<file path="src/rtl/regfile_scan_display_pkg.sv">
// Shared constants and FSM state type for the register-file scan/display block.
package regfile_scan_display_pkg;

  localparam int NUM_DIGITS = 4;
  localparam int IDX_W      = $clog2(NUM_DIGITS);

  localparam logic [6:0] SEG_BLANK = 7'h7F;
  localparam logic [3:0] AN_OFF    = 4'hF;

  typedef enum logic [1:0] {
    IDLE = 2'd0,
    REQ  = 2'd1,
    SHOW = 2'd2
  } state_t;

endpackage

</file>
<file path="src/rtl/regfile_scan_display_if.sv">
// Read-bus and display-pin bundle between the register file, the scanner and the board.
interface regfile_scan_display_if;
  import regfile_scan_display_pkg::*;

  logic                  scan_en;
  logic [3:0]            rd_data;
  logic [IDX_W-1:0]      rd_add;
  logic                  rd_en;
  logic [6:0]            seg;
  logic [NUM_DIGITS-1:0] an;
  logic                  frame_done;

  // master = the scanner; slave = register file plus board side
  modport master (
    input  scan_en, rd_data,
    output rd_add, rd_en, seg, an, frame_done
  );

  modport slave (
    output scan_en, rd_data,
    input  rd_add, rd_en, seg, an, frame_done
  );

endinterface

</file>
<file path="src/rtl/regfile_scan_display_hex_to_seg7.sv">
// Nibble to active-low seven-segment pattern, bit order {a,b,c,d,e,f,g}.
module hex_to_seg7 (
  input  logic [3:0] nibble_i,
  output logic [6:0] seg_o
);

  always_comb begin
    seg_o = 7'b1111111;
    case (nibble_i)
      4'h0: seg_o = 7'b0000001;
      4'h1: seg_o = 7'b1001111;
      4'h2: seg_o = 7'b0010010;
      4'h3: seg_o = 7'b0000110;
      4'h4: seg_o = 7'b1001100;
      4'h5: seg_o = 7'b0100100;
      4'h6: seg_o = 7'b0100000;
      4'h7: seg_o = 7'b0001111;
      4'h8: seg_o = 7'b0000000;
      4'h9: seg_o = 7'b0000100;
      4'hA: seg_o = 7'b0001000;
      4'hB: seg_o = 7'b1100000;
      4'hC: seg_o = 7'b0110001;
      4'hD: seg_o = 7'b1000010;
      4'hE: seg_o = 7'b0110000;
      4'hF: seg_o = 7'b0111000;
      default: seg_o = 7'b1111111;
    endcase
  end

endmodule

</file>
<file path="src/rtl/regfile_scan_display.sv">
// Walks register-file addresses 0..3, latches each nibble into a shadow copy and
// drives a multiplexed 4-digit active-low seven-segment display from the shadows.
module regfile_scan_display
  import regfile_scan_display_pkg::*;
#(
  parameter int REFRESH_DIV = 50000
) (
  input  logic                   ck,
  input  logic                   rst_n,
  regfile_scan_display_if.master bus
);

  localparam int                CNT_W    = $clog2(REFRESH_DIV);
  localparam logic [CNT_W-1:0]  CNT_LAST = CNT_W'(REFRESH_DIV - 1);
  localparam logic [IDX_W-1:0]  IDX_LAST = IDX_W'(NUM_DIGITS - 1);

  state_t                state_q, state_d;
  logic [CNT_W-1:0]      cnt_q, cnt_d;
  logic [IDX_W-1:0]      idx_q, idx_d;
  logic [3:0]            shadow_q [NUM_DIGITS];

  logic                  rd_en_q, rd_en_d;
  logic [IDX_W-1:0]      rd_add_q, rd_add_d;
  logic [NUM_DIGITS-1:0] an_q, an_d;
  logic [6:0]            seg_q, seg_d;
  logic                  frame_done_q, frame_done_d;

  logic [3:0]            nibble_sel;
  logic [6:0]            seg_dec;

  // The first SHOW cycle must already display the nibble being captured, so the
  // decoder looks at the live bus while in REQ and at the shadow copy otherwise.
  assign nibble_sel = (state_q == REQ) ? bus.rd_data : shadow_q[idx_q];

  hex_to_seg7 u_hex_to_seg7 (
    .nibble_i (nibble_sel),
    .seg_o    (seg_dec)
  );

  always_comb begin
    state_d = state_q;
    cnt_d   = cnt_q;
    idx_d   = idx_q;
    if (!bus.scan_en) begin
      state_d = IDLE;
      cnt_d   = '0;
      idx_d   = '0;
    end else begin
      case (state_q)
        IDLE: begin
          state_d = REQ;
          cnt_d   = '0;
          idx_d   = '0;
        end
        REQ: begin
          state_d = SHOW;
          cnt_d   = CNT_W'(1);
        end
        SHOW: begin
          if (cnt_q == CNT_LAST) begin
            state_d = REQ;
            cnt_d   = '0;
            idx_d   = idx_q + IDX_W'(1);
          end else begin
            cnt_d   = cnt_q + CNT_W'(1);
          end
        end
        default: begin
          state_d = IDLE;
          cnt_d   = '0;
          idx_d   = '0;
        end
      endcase
    end
  end

  // Outputs are computed from next-state so every pin comes straight from a flop.
  always_comb begin
    rd_en_d      = (state_d == REQ);
    rd_add_d     = idx_d;
    an_d         = AN_OFF;
    seg_d        = SEG_BLANK;
    frame_done_d = 1'b0;
    if (state_d == SHOW) begin
      an_d[idx_d]  = 1'b0;
      seg_d        = seg_dec;
      frame_done_d = (cnt_d == CNT_LAST) && (idx_d == IDX_LAST);
    end
  end

  always_ff @(posedge ck or negedge rst_n) begin
    if (!rst_n) begin
      state_q      <= IDLE;
      cnt_q        <= '0;
      idx_q        <= '0;
      rd_en_q      <= 1'b0;
      rd_add_q     <= '0;
      an_q         <= AN_OFF;
      seg_q        <= SEG_BLANK;
      frame_done_q <= 1'b0;
    end else begin
      state_q      <= state_d;
      cnt_q        <= cnt_d;
      idx_q        <= idx_d;
      rd_en_q      <= rd_en_d;
      rd_add_q     <= rd_add_d;
      an_q         <= an_d;
      seg_q        <= seg_d;
      frame_done_q <= frame_done_d;
    end
  end

  // The bus is only trusted during REQ; elsewhere it may float.
  always_ff @(posedge ck or negedge rst_n) begin
    if (!rst_n) begin
      for (int i = 0; i < NUM_DIGITS; i++) begin
        shadow_q[i] <= 4'h0;
      end
    end else if (state_q == REQ) begin
      shadow_q[idx_q] <= bus.rd_data;
    end
  end

  assign bus.rd_en      = rd_en_q;
  assign bus.rd_add     = rd_add_q;
  assign bus.an         = an_q;
  assign bus.seg        = seg_q;
  assign bus.frame_done = frame_done_q;

endmodule

</file>
<file path="src/flat_wrapper.sv">
// flat-port wrapper written by rule: the top's interface ports become plain ports
module regfile_scan_display_flat import regfile_scan_display_pkg::*;
#(
  parameter int REFRESH_DIV = 50000
)
  (ck, rst_n, bus_scan_en, bus_rd_data, bus_rd_add, bus_rd_en, bus_seg, bus_an, bus_frame_done);
  regfile_scan_display_if bus_i ();
  input  logic ck;
  input  logic rst_n;
  input wire logic [$bits(bus_i.scan_en)-1:0] bus_scan_en;
  input wire logic [$bits(bus_i.rd_data)-1:0] bus_rd_data;
  output wire logic [$bits(bus_i.rd_add)-1:0] bus_rd_add;
  output wire logic [$bits(bus_i.rd_en)-1:0] bus_rd_en;
  output wire logic [$bits(bus_i.seg)-1:0] bus_seg;
  output wire logic [$bits(bus_i.an)-1:0] bus_an;
  output wire logic [$bits(bus_i.frame_done)-1:0] bus_frame_done;
  assign bus_i.scan_en = bus_scan_en;
  assign bus_i.rd_data = bus_rd_data;
  assign bus_rd_add = bus_i.rd_add;
  assign bus_rd_en = bus_i.rd_en;
  assign bus_seg = bus_i.seg;
  assign bus_an = bus_i.an;
  assign bus_frame_done = bus_i.frame_done;
  regfile_scan_display #(.REFRESH_DIV(REFRESH_DIV)) u_core (.ck(ck), .rst_n(rst_n), .bus(bus_i));
endmodule
</file>
<file path="config.mk">
export PLATFORM = sky130hd
export DESIGN_NAME = regfile_scan_display_flat
export DESIGN_NICKNAME = d
export VERILOG_FILES = /design/src/rtl/regfile_scan_display_pkg.sv /design/src/rtl/regfile_scan_display_if.sv /design/src/rtl/regfile_scan_display_hex_to_seg7.sv /design/src/rtl/regfile_scan_display.sv /design/src/flat_wrapper.sv
export SDC_FILE = /design/constraint.sdc
export NUM_CORES = 1
export LEC_CHECK = 0
export CORE_ASPECT_RATIO = 0.8
export CORE_MARGIN = 1
export CORE_UTILIZATION = 25
export DETAILED_ROUTE_END_ITERATION = 7
export PLACE_DENSITY_LB_ADDON = 0.1
export SYNTH_ARGS = -nofsm -noshare
export SYNTH_HDL_FRONTEND = slang
export SYNTH_SLANG_ARGS = --single-unit
</file>
<file path="constraint.sdc">
create_clock -name ck -period 4.8 [get_ports ck]
set_clock_uncertainty 0.1 [all_clocks]
set_input_delay 0.96 -clock ck [delete_from_list [all_inputs] [get_ports ck]]
set_output_delay 0.96 -clock ck [all_outputs]
set_load 0.005 [all_outputs]
</file>
### After elaboration in Yosys (flattened, before gate mapping)

Memories as Yosys holds them, arrays and structs flattened.
Cells that the tools add are included.
Widths: inputs -> output; s select.

| operators by class | value |
|---|---|
| add/subtract/negate cells | 2 |
| bitwise gates (word level) | 2 |
| multiplexer cells | 21 |
| $lt $le $gt $ge | 4 |
| equal/unequal tests | 7 |
| reductions and logical operators | 4 |

Operator list:

| kind | number |
|---|---|
| $eq 16x16->1 const B | 2 |
| $mux 16 | 2 |
| $pmux 16 s2 | 1 |
| $mux 4 | 5 |
| $add 16x1->16 const B | 1 |
| $bwmux 16 | 1 |
| $bmux 4 s2 | 1 |
| $demux 4 s2 | 1 |
| $mux 2 | 4 |
| $mux 7 | 1 |
| $eq 2x2->1 const B | 3 |
| $pmux 2 s3 | 1 |
| $eq 2x1->1 const B | 2 |
| $not 4->4 | 1 |
| $pmux 2 s2 | 1 |
| $ge 3x3->1 const B | 1 |
| $logic_and 1x1->1 | 3 |
| $lt 2x3->1 const B | 1 |
| $lt 3x1->1 const B | 1 |
| $not 2->3 | 1 |
| $add 2x1->2 const B | 1 |
| $demux 1 s2 | 1 |
| $ge 2x1->1 const B | 1 |
| $logic_not 2->1 | 1 |
| $mux 1 | 2 |

| word-level totals | value |
|---|---|
| bits in read-only memories | 112 |
| input port bits | 7 |
| memories kept | 1 |
| output and inout bits | 15 |
| bits in registers | 49 |
| logic and storage cells | 52 |

Memories:

| memory | words | width | read ports | clocked after memory_dff | wr ports | line | text |
|---|---|---|---|---|---|---|---|
| (name not given) | 16 | 7 | 1 | 0 | 0 | regfile_scan_display_hex_to_seg7.sv:9 | `case (nibble_i)` |

### Depth between registers and ports, before layout

| depth | value |
|---|---|
| word-level depth | 10 |
| gate-level depth with buffers | 10 |
| mapped depth without buffers | 9 |

### Modules after synthesis

A second synthesis with hierarchy kept.

| second synthesis, totals | value |
|---|---|
| cells, all modules | 267 |
| area total of the unflattened synthesis | 2806.4 sq um |

Modules (own cells, without submodules):

| module | area each (sq um) | instances | cells an instance |
|---|---|---|---|
| regfile_scan_display | 2558.7 | 1 | 232 |
| hex_to_seg7 | 247.7 | 1 | 35 |

### Least setup slack after synthesis

Ideal clock, no wire load.

| path | value |
|---|---|
| kind | register -> register |
| from | register u_core.idx_q[0] |
| to | register u_core.seg_q[3] (netlist: u_core.bus.seg[3]) |
| cell stages (with the launch flop) | 9 |
| data required time | 4603 ps |
| slack | 2337 ps |
| buffers on the path | 1 |
| data arrival time | 2265 ps |
| clock period less this slack | 2463 ps |
| cells stage by stage | dfrtp_1 -> buf_2 -> mux4_2 -> mux2i_1 -> inv_1 -> ha_1 -> mux2_2 -> nor2_1 -> o21ai_1 |

| between the ends | value |
|---|---|
| cells in the longest elaborated chain, start to end | 7 |

RTL lines:

| item | line | text |
|---|---|---|
| start, declared | regfile_scan_display.sv:19 | `logic [IDX_W-1:0] idx_q, idx_d;` |
| start signal, assigned | regfile_scan_display.sv:104 | `idx_q <= idx_d;` |
| $not 2->3 (not written as such) | regfile_scan_display.sv:33 | `assign nibble_sel = (state_q == REQ) ? bus.rd_data : shadow_q[idx_q];` |
| $bmux 4 s2 | regfile_scan_display.sv:33 |  |
| $mux 4 (not written as such) (2 in a row) | regfile_scan_display.sv:33 |  |
| $mux 4 | regfile_scan_display.sv:33 |  |
| $mem_v2 16x7 | - |  |
| $mux 7 | regfile_scan_display.sv:84 | `if (state_d == SHOW) begin` |
| net u_core.seg_d[3] | regfile_scan_display.sv:25 | `logic [6:0] seg_q, seg_d;` |
| end signal, assigned | regfile_scan_display.sv:108 | `seg_q <= seg_d;` |
| end, declared | regfile_scan_display.sv:25 |  |

The timed path passes the listed nets, and every way through them passes these cells. The select of a mux whose other input is x is not followed.
A chain may end at the register's enable or synchronous reset.

### Worst setup path in the final report

Same ends and word-level chain as after synthesis.

==> key figures <==
Run status
  • Status: complete, no violations

Synthesis
  • Mapped cell area: 2684 µm²
  • Number of flops mapped to enable cells by yosys: 0
  • Post-synth top area share: 35.43%
  • Mapped Cells: 245
  • Synth cell types: 51
  • Sequential area share after synthesis: 46.20%
  • Main flop type after synthesis: dfrtp_1
  • Yosys top cell by area: dfrtp_1
  • Post-synthesis register bit count: 49
  • Syn Nets: 267
  • Syn Area/Cell: 10.95 µm²
  • Most numerous cell in the Yosys netlist: dfrtp_1
  • Commonest cells post-synth: dfrtp_1 (38), nand2_1 (21), nor2_1 (20)
  • Ys async rst share: 100.0%
  • Synth top area cells: dfrtp_1 (35%), dfstp_2 (11%), mux2_2 (7.1%)
  • Synth warnings: 0

Global route
  • Initial antenna violation count: 0
  • Largest net degree at the start of global routing: 50
  • Vias in the first global route: 1826
  • Global route total overflow: 0
  • First-pass GRT wire length: 9.556 mm
  • Gr usage total: 11.02%

STA
  • Fin. Hold Viols: 0
  • Setup TNS: 0 ns
  • RSZ-0062 raised after global routing: no
  • Post-layout min period: 2.860 ns
  • Slew Limit Fails: 0
  • Final setup violation count: 0
  • Measured slew at the worst slew-check pin: 1.042 ns
  • Max frequency: 0.3497 GHz
  • Final period util: 59.58%
  • Max_slew headroom: 28.56%

Detailed routing
  • Pre-Repair DR Iteration Count: 4
  • Remaining DRCs: 0
  • Iteration-0 DRC Markers: 85
  • Routed vias/inst: 4.512
  • Final ANT Viol Nets: 0
  • Via count: 1832
  • Routed Wire Length: 5.690 mm
  • Avg WL per Cell: 14.01 µm

CTS
  • CTS sink cnt: 49
  • Maximum buffer depth of the clock tree: 2
  • CTS buffer count: 5
  • Post-CTS sizing: 0
  • Clk Latency, worst-skew pair: 0.28 ns
  • Clk root buf: clkbuf_16
  • Clock-pin transition on the worst setup and hold timing paths: 0.07 ns
  • CTS tree: done
  • Setup bufs post-CTS: 0
  • H-tree levels: 2
  • Cts-stage hold buffer count: 0

Floorplanning
  • Rows: 33
  • Starting Density: 25.90%
  • Top Ports: 22
  • Die Y: 94.67 µm
  • Die area: 11160 µm²
  • Die width: 117.8 µm
  • Core area: 10360 µm²

Power
  • Power, Total: 1.355 mW
  • Leak Pwr: 1.283 nW
  • Peak VDD IR: 0.1601 mV
  • Pwr Density: 423.0 nW/µm²

Place
  • GP Congestion: 0.7582
  • Post-DP HPWL: 4.041 mm
  • Port Buffers: 21

Cells and area
  • Fillers: 1040
  • Layout cells sized above 1: 17.29%
  • Area grow syn2layout: 19.39%
  • ANT cells: 0
  • Final nets: 287

Setup path
  • WP data required: 4.89 ns
  • Crit Path Max Fanout: 12
  • Startpoint Class: flip-flop
  • Critical path arrival: 2.95 ns
  • Critical path capture point type: flip-flop
  • Setup CP Type: flip-flop to flip-flop

Hold path
  • Worst Hold Class: flip-flop to flip-flop

Run
  • Max-cap violations: 0
==> cell usage in the layout, fill, tap and decap left out, drive strengths merged, types with 8 or more instances in the layout <==
cell            n
clkdlybuf4s50  20
dfrtp          38
dfstp          11
ha             15
inv            13
mux2           17
mux2i           8
nand2          21
nand3          10
nor2           20
xor2            8
==> sequential cells by signal (all words and copies together) (netlist names) <==
signal                 cells
u_core.state_q             2
u_core.shadow_q           16
u_core.bus.an              4
u_core.bus.rd_en           1
u_core.bus.frame_done      1
u_core.cnt_q              16
u_core.bus.seg             7
u_core.idx_q               2
==> routing by layer <==
metal / track usage (%) / vias to the layer above / routed length, µm
met4: 2.991 / 0 / 35
li1: - / 914 / -
met1: 16.07 / 886 / 3087
met2: 16.18 / 30 / 2345
met3: 2.536 / 2 / 221
met5: 0 / - / 0
==> per-stage QoR <==
stage | std cells | setup WS (ns) | util (%) | area, µm² | hold WS, ns
2_1_floorplan | 245 | 2.337 | - | 2684 | 0.3738
3_3_place_gp | 398 | 1.725 | 29.26 | 3033 | 0.3821
3_5_place_dp | 398 | 1.670 | 29.26 | 3033 | 0.3889
4_1_cts | 406 | 1.910 | 30.92 | 3204 | 0.4056
5_1_grt | 406 | 1.706 | 30.92 | 3204 | 0.4262
6_report | 406 | 1.940 | 30.92 | 3204 | 0.3992
==> worst max-delay path, cell delays in order, from the launching register on <==
cell     delay, ns
dfrtp_1       0.68
mux4_2        0.56
mux2i_1       0.56
inv_1         0.15
ha_1          0.28
mux2_2        0.28
nor2_1        0.09
o21ai_1       0.07
==> path summary, 6_finish.rpt <==
| path | slack [ns] | depth (start not counted) | to | from |
|---|---|---|---|---|
| max | 1.94 | 7 | u_core.bus.seg[3] | u_core.idx_q[0] |
| max reg2reg | 1.94 | 7 | u_core.bus.seg[3] | u_core.idx_q[0] |
| max in group asynchronous | 3.50 | 2 | u_core.shadow_q[10] | rst_n |
| min | 0.40 | 1 | u_core.shadow_q[5] | u_core.shadow_q[5] |
| min reg2reg | 0.40 | 1 | u_core.shadow_q[5] | u_core.shadow_q[5] |
| min in group asynchronous | 0.67 | 2 | u_core.bus.rd_en | rst_n |
==> cell type report <==
type                       count  area [µm²]  area share [%]
clock buffer                   5       125.1           3.905
clock inverter                 3       46.29           1.445
inverter                      13       48.80           1.523
multi-input combinational    174        1356           42.33
sequential                    49        1240           38.70
tap                          140       175.2           5.467
timing repair buffer          22       212.7           6.638
==> power breakdown <==
| part | switching (mW) | leakage (nW) | total (mW) | internal (mW) |
|---|---|---|---|---|
| clock | 0.154 | 0.0800 | 0.400 | 0.247 |
| combinational | 0.244 | 0.596 | 0.456 | 0.212 |
| sequential | 0.0260 | 0.607 | 0.499 | 0.473 |
| total | 0.424 | 1.28 | 1.36 | 0.932 |
==> logic make-up (layout without fill, tap and decap cells) <==
logic type,count (synthesis),after routing,synth area share [%]
fa+ha+maj,15,15,6.993
compound gates,28,28,8.065
xor+xnor,14,14,4.569
buf+inv,22,43,3.264
mux,29,29,13.47
flops,49,49,46.20
simple gates,88,88,17.44
(Power assumes the default switching activity.)
